### config.mk
export PLATFORM = sky130hd
export DESIGN_NAME = fifo_burst_reader
export DESIGN_NICKNAME = d
export VERILOG_FILES = /design/src/rtl/fifo_burst_reader_pkg.sv /design/src/rtl/fifo_burst_reader_stream_out_reg.sv /design/src/rtl/fifo_burst_reader.sv
export SDC_FILE = /design/constraint.sdc
export NUM_CORES = 1
export LEC_CHECK = 0
export CAP_MARGIN = 20
export CORE_ASPECT_RATIO = 0.75
export CORE_MARGIN = 2
export CORE_UTILIZATION = 38
export DETAILED_ROUTE_END_ITERATION = 10
export HOLD_SLACK_MARGIN = 0.05
export PLACE_DENSITY = 0.76
export SETUP_SLACK_MARGIN = 0.5
export SYNTH_ARGS = -nofsm -noshare
export SYNTH_HDL_FRONTEND = slang
export SYNTH_SLANG_ARGS = --single-unit
### constraint.sdc
create_clock -name clk -period 1.48 [get_ports clk]
set_input_delay 0.148 -clock clk [delete_from_list [all_inputs] [get_ports clk]]
set_output_delay 0.148 -clock clk [all_outputs]
set_load 0.02 [all_outputs]
### src/rtl/fifo_burst_reader_pkg.sv
// -----------------------------------------------------------------------------
// fifo_burst_reader_pkg
// Shared definitions for the data-path FIFO read side: state encoding of the
// burst reader FSM and the default word / burst-length widths.
// -----------------------------------------------------------------------------
package fifo_burst_reader_pkg;

    // Default width of FIFO words and of the outgoing stream data.
    localparam int RD_DATA_WIDTH = 32;

    // Default width of the burst length; longest burst is 2^RD_LEN_WIDTH-1.
    localparam int RD_LEN_WIDTH = 8;

    // Burst reader states.
    typedef enum logic [1:0] {
        RD_IDLE  = 2'd0,
        RD_RUN   = 2'd1,
        RD_DRAIN = 2'd2
    } rd_state_e;

endpackage : fifo_burst_reader_pkg

### src/rtl/fifo_burst_reader_stream_out_reg.sv
// -----------------------------------------------------------------------------
// stream_out_reg
// One-entry valid/ready output register. A load captures a word and its last
// flag and raises valid; an acceptance (valid & ready) without a load clears
// valid and last; otherwise the entry holds. Load and acceptance in the same
// cycle replace the entry, giving one word per clock sustained.
//
// Ports:
//   clk          clock
//   rst          synchronous active-high reset
//   load_i       capture load_data_i / load_last_i this cycle
//   load_data_i  word to capture
//   load_last_i  last-word flag to capture
//   ready_i      downstream accept
//   valid_o      entry holds a word
//   data_o       registered word
//   last_o       registered last-word flag
// -----------------------------------------------------------------------------
module stream_out_reg #(
    parameter int DATA_WIDTH = 32
) (
    input  logic                  clk,
    input  logic                  rst,
    input  logic                  load_i,
    input  logic [DATA_WIDTH-1:0] load_data_i,
    input  logic                  load_last_i,
    input  logic                  ready_i,
    output logic                  valid_o,
    output logic [DATA_WIDTH-1:0] data_o,
    output logic                  last_o
);

    logic                  valid_q;
    logic [DATA_WIDTH-1:0] data_q;
    logic                  last_q;

    always_ff @(posedge clk) begin
        if (rst) begin
            valid_q <= 1'b0;
            data_q  <= '0;
            last_q  <= 1'b0;
        end else if (load_i) begin
            valid_q <= 1'b1;
            data_q  <= load_data_i;
            last_q  <= load_last_i;
        end else if (valid_q && ready_i) begin
            // Data is left as-is after acceptance; only valid/last drop.
            valid_q <= 1'b0;
            last_q  <= 1'b0;
        end
    end

    assign valid_o = valid_q;
    assign data_o  = data_q;
    assign last_o  = last_q;

endmodule : stream_out_reg

### src/rtl/fifo_burst_reader.sv
// -----------------------------------------------------------------------------
// fifo_burst_reader
// Read-side controller for the data-path FIFO. A start command pops exactly
// len words from a show-ahead FIFO and presents them on a registered
// valid/ready stream with a last-word flag; done pulses for one cycle once the
// final word is accepted downstream.
//
// Ports:
//   clk         clock, rising edge
//   rst         synchronous active-high reset
//   start       single-cycle burst request, sampled only in IDLE
//   len         burst length, captured with start
//   busy        high in RUN and DRAIN
//   done        one-cycle pulse when the burst completes
//   fifo_empty  FIFO empty flag
//   fifo_rden   FIFO pop (combinational)
//   fifo_rdata  FIFO head word, valid whenever fifo_empty=0
//   m_valid     stream data valid
//   m_ready     downstream accept
//   m_data      stream data (registered)
//   m_last      high with the final word of the burst
// -----------------------------------------------------------------------------
module fifo_burst_reader
    import fifo_burst_reader_pkg::*;
#(
    parameter int DATA_WIDTH = RD_DATA_WIDTH,
    parameter int LEN_WIDTH  = RD_LEN_WIDTH
) (
    input  logic                  clk,
    input  logic                  rst,
    input  logic                  start,
    input  logic [LEN_WIDTH-1:0]  len,
    output logic                  busy,
    output logic                  done,
    input  logic                  fifo_empty,
    output logic                  fifo_rden,
    input  logic [DATA_WIDTH-1:0] fifo_rdata,
    output logic                  m_valid,
    input  logic                  m_ready,
    output logic [DATA_WIDTH-1:0] m_data,
    output logic                  m_last
);

    rd_state_e            state_q, state_d;
    logic [LEN_WIDTH-1:0] remaining_q, remaining_d;
    logic                 done_q, done_d;
    logic                 last_pop;

    // Pop only when there is a word to take, words left in the burst, and the
    // output register is free or being emptied this cycle. The empty check is
    // essential: the FIFO itself has no underflow protection.
    assign fifo_rden = (state_q == RD_RUN) && (remaining_q != '0) && !fifo_empty
                       && (!m_valid || m_ready);

    assign last_pop = (remaining_q == LEN_WIDTH'(1));

    always_comb begin
        state_d     = state_q;
        remaining_d = remaining_q;
        done_d      = 1'b0;
        unique case (state_q)
            RD_IDLE: begin
                if (start) begin
                    if (len != '0) begin
                        state_d     = RD_RUN;
                        remaining_d = len;
                    end else begin
                        // Empty burst completes immediately without FIFO access.
                        done_d = 1'b1;
                    end
                end
            end
            RD_RUN: begin
                if (fifo_rden) begin
                    remaining_d = remaining_q - LEN_WIDTH'(1);
                    if (last_pop) begin
                        state_d = RD_DRAIN;
                    end
                end
            end
            RD_DRAIN: begin
                if (m_valid && m_ready && m_last) begin
                    state_d = RD_IDLE;
                    done_d  = 1'b1;
                end
            end
            default: begin
                state_d = RD_IDLE;
            end
        endcase
    end

    always_ff @(posedge clk) begin
        if (rst) begin
            state_q     <= RD_IDLE;
            remaining_q <= '0;
            done_q      <= 1'b0;
        end else begin
            state_q     <= state_d;
            remaining_q <= remaining_d;
            done_q      <= done_d;
        end
    end

    stream_out_reg #(
        .DATA_WIDTH (DATA_WIDTH)
    ) u_stream_out (
        .clk         (clk),
        .rst         (rst),
        .load_i      (fifo_rden),
        .load_data_i (fifo_rdata),
        .load_last_i (last_pop),
        .ready_i     (m_ready),
        .valid_o     (m_valid),
        .data_o      (m_data),
        .last_o      (m_last)
    );

    assign busy = (state_q != RD_IDLE);
    assign done = done_q;

endmodule : fifo_burst_reader

==> results.sh <==
export IMPL_status="complete, but fails checks"
export IMPL_violations="setup timing"
export IMPL_netlist_area_um2=1930
export IMPL_dieHeight_um=65.7
export IMPL_wl_per_cell_um=15.0
export IMPL_async_reset_ff_frac=0
export IMPL_leakagePower_nw=1.43
export IMPL_vdd_ir_drop_max_mv=0.770
export IMPL_path_clk_slew_ns=0.09
export IMPL_num_vias=2131
export IMPL_dpl_hpwl_um=3800
export IMPL_ys_ff_latch=45
export IMPL_pwr_density_cell_nw_per_um2=927
export IMPL_coreArea_um2=4900
export IMPL_initial_utilization=0.394
export IMPL_min_period_over_period=1.06
export IMPL_dieArea_um2=5670
export IMPL_clk_latency_ns=0.29
export IMPL_cts_buffer_depth=2
export IMPL_final_cells=423
export IMPL_crit_required_ns=1.33
export IMPL_worst_setup_path_start_kind="register"
export IMPL_antenna_cells=0
export IMPL_fin_skew_ns=0.00503
export IMPL_first_pass_iters=4
export IMPL_worstMarginPinSlew_ns=0.429
export IMPL_rsz0062_at_grt="true"
export IMPL_p_total_mw=3.31
export IMPL_synth_warnings=0
export IMPL_ys_seq_area_frac=0.467
export IMPL_die_width_um=86.3
export IMPL_hold_end="remaining_q[5]"
export IMPL_grt_max_degree=33
export IMPL_num_rows=22
export IMPL_placed_cells=398
export IMPL_path_max_fanout=2
export IMPL_clock_sinks=45
export IMPL_synth_area_per_cell_um2=7.88
export IMPL_hold_class="input port to register"
export IMPL_gp_congestion=0.851
export IMPL_grt_use_total=0.191
export IMPL_fmax_mhz=638
export IMPL_cts_hold_buf=0
export IMPL_synth_net_count=293
export IMPL_drc_errors=0
export IMPL_setup_ws_ns=-0.0869
export IMPL_r2r_start="u_stream_out.valid_o"
export IMPL_grt_pass1_wl_um=8650
export IMPL_met1_length_um=2890
export IMPL_hold_path_cell_count=5
export IMPL_grt_pass1_vias=1949
export IMPL_io_pins=82
export IMPL_cts_max_level=2
export IMPL_synthToLayoutAreaGrowth_pct=84.8
export IMPL_cts_made_buffers=5
export IMPL_synthFlopType="dfxtp_1"
export IMPL_crit_type="register to output port"
export IMPL_wl_um=6340
export IMPL_wl_met3_um=319
export IMPL_r2r_end="state_q[0]"
export IMPL_drt_iter0_markers=56
export IMPL_r2r_cells=7
export IMPL_drive_gt1_frac=0.540
export IMPL_arrival_ns=1.42
export IMPL_period_needed_ns=1.57
export IMPL_top_layer="met4"
export IMPL_ant_nets=0
export IMPL_cts_root_buffer="clkbuf_8"
export IMPL_worstHoldStart="len[5]"
export IMPL_end_kind="output port"
export IMPL_nets=410
export IMPL_max_cap_violations=0
export IMPL_io_buffers=81
export IMPL_setup_viol=31
export IMPL_drv_slew=0
export IMPL_overflow=0
export IMPL_ys_types=35
export IMPL_synth_edf_count=0
export IMPL_grt_antenna_before_repair=0
export IMPL_slew_headroom=0.714
export IMPL_ff2ff_setup_slack_ns=-0.08
export IMPL_cts_tree="yes"
export IMPL_hold_violations=0
export IMPL_synth_cells=245
export IMPL_vias_per_cell=5.04
export IMPL_met2_length_um=3070
[flip-flops by register name, indices dropped and copies added, names as in the netlist]
register,count
u_stream_out.last_o,1
done,1
state_q,2
remaining_q,8
u_stream_out.valid_o,1
u_stream_out.data_o,32
[cell usage in the layout, fill, tap and decap left out, types with 2 or more instances in the layout]
master | netlist | final
buf_4 | 0 | 53
nand2_1 | 81 | 50
clkdlybuf4s50_1 | 0 | 34
a21oi_2 | 0 | 32
dfxtp_1 | 45 | 29
nand2_4 | 0 | 26
a21oi_1 | 47 | 15
buf_2 | 8 | 15
dfxtp_2 | 0 | 15
buf_6 | 0 | 10
nor2_1 | 9 | 7
nand2_2 | 1 | 6
clkbuf_8 | 0 | 6
nand3_1 | 5 | 5
o21ai_1 | 3 | 5
inv_1 | 4 | 3
o21ai_2 | 1 | 3
nor3_1 | 3 | 3
ha_1 | 3 | 3
buf_12 | 0 | 3
dlygate4sd2_1 | 0 | 3
nor2b_2 | 0 | 2
nor2_4 | 0 | 2
or4_4 | 1 | 2
nor2b_1 | 4 | 2
o211ai_1 | 2 | 2
clkbuf_16 | 0 | 2
[kinds of logic after synthesis]
family | Yosys count | share of synthesized area
buffers and inverters | 19 | 0.0428
flip-flops | 45 | 0.467
adder cells (fa/ha/maj) | 3 | 0.0194
AND/OR/NAND/NOR | 113 | 0.268
AO/OA/AOI/OAI | 65 | 0.203
[Yosys cell counts, types with 3 or more instances]
master,count,area [µm²]
dfxtp_1,45,901
nand3_1,5,25.0
nor2_1,9,33.8
a21oi_1,47,235
nand2_1,81,304
o21ai_0,4,20.0
inv_1,4,15.0
o21ai_1,3,15.0
nor2b_1,4,25.0
buf_2,8,40.0
nor3_1,3,15.0
clkbuf_1,5,18.8
ha_1,3,37.5
[repair_timing]
action,CTS,global route
endpoints found under the hold margin,0,0
setup endpoints to repair,82,60
gates cloned,1,3
buffers inserted,5,8
pin swaps,26,71
gates resized for setup,202,139
[layer usage]
metal / global-route usage / up-vias
li1: - / 1061
met1: 0.246 / 1006
met2: 0.323 / 60
met3: 0.0465 / 4
met4: 0.0469 / 0
met5: 0 / -
[report_power, final]
| part | internal [mW] | leakage [nW] | switching, mW |
|---|---|---|---|
| Clock | 0.549 | 0.0574 | 0.414 |
| Sequential | 1.28 | 0.373 | 0.0582 |
| Combinational | 0.496 | 0.999 | 0.505 |
[worst max-delay path, stage by stage, from the launching register on]
cell and delay (ns):
dfxtp_2 0.34, nor4_4 0.37, nand3_4 0.13, nand2_4 0.11, inv_4 0.05, buf_6 0.12
[stage by stage]
stage	utilization	setup slack [ns]	hold slack, ns	TNS, ns	area, µm²
after floorplan	-	0.000569	0.284	0	1970
after global placement	0.604	-0.456	0.441	-10.09	2960
after detailed placement	0.604	-0.510	0.448	-11.29	2960
after CTS	0.612	-0.0645	0.230	-1.59	3000
after global routing	0.728	-0.182	0.243	-5.03	3570
final	0.728	-0.0869	0.230	-1.06	3570
[worst max path at each step]
stage | startpoint | endpoint | slack (ns) | cells past startpoint
finish | remaining_q[3] | fifo_rden | -0.09 | 5
global route | remaining_q[3] | remaining_q[6] | -0.18 | 6
CTS | remaining_q[2] | fifo_rden | -0.06 | 5
detailed placement | len[6] | remaining_q[0] | -0.51 | 6
global placement | len[6] | remaining_q[0] | -0.46 | 6
floorplan | state_q[1] | remaining_q[3] | 0.0006 | 6
[layout make-up]
class | count | area (µm²)
inverter | 5 | 21.3
timing repair buffer | 123 | 1090
fill | 386 | 1330
sequential | 45 | 923
clock inverter | 2 | 37.5
multi-input combinational | 182 | 1340
tap | 60 | 75.1
clock buffer | 6 | 82.6
Note: power is estimated with default switching activity, not from simulation.
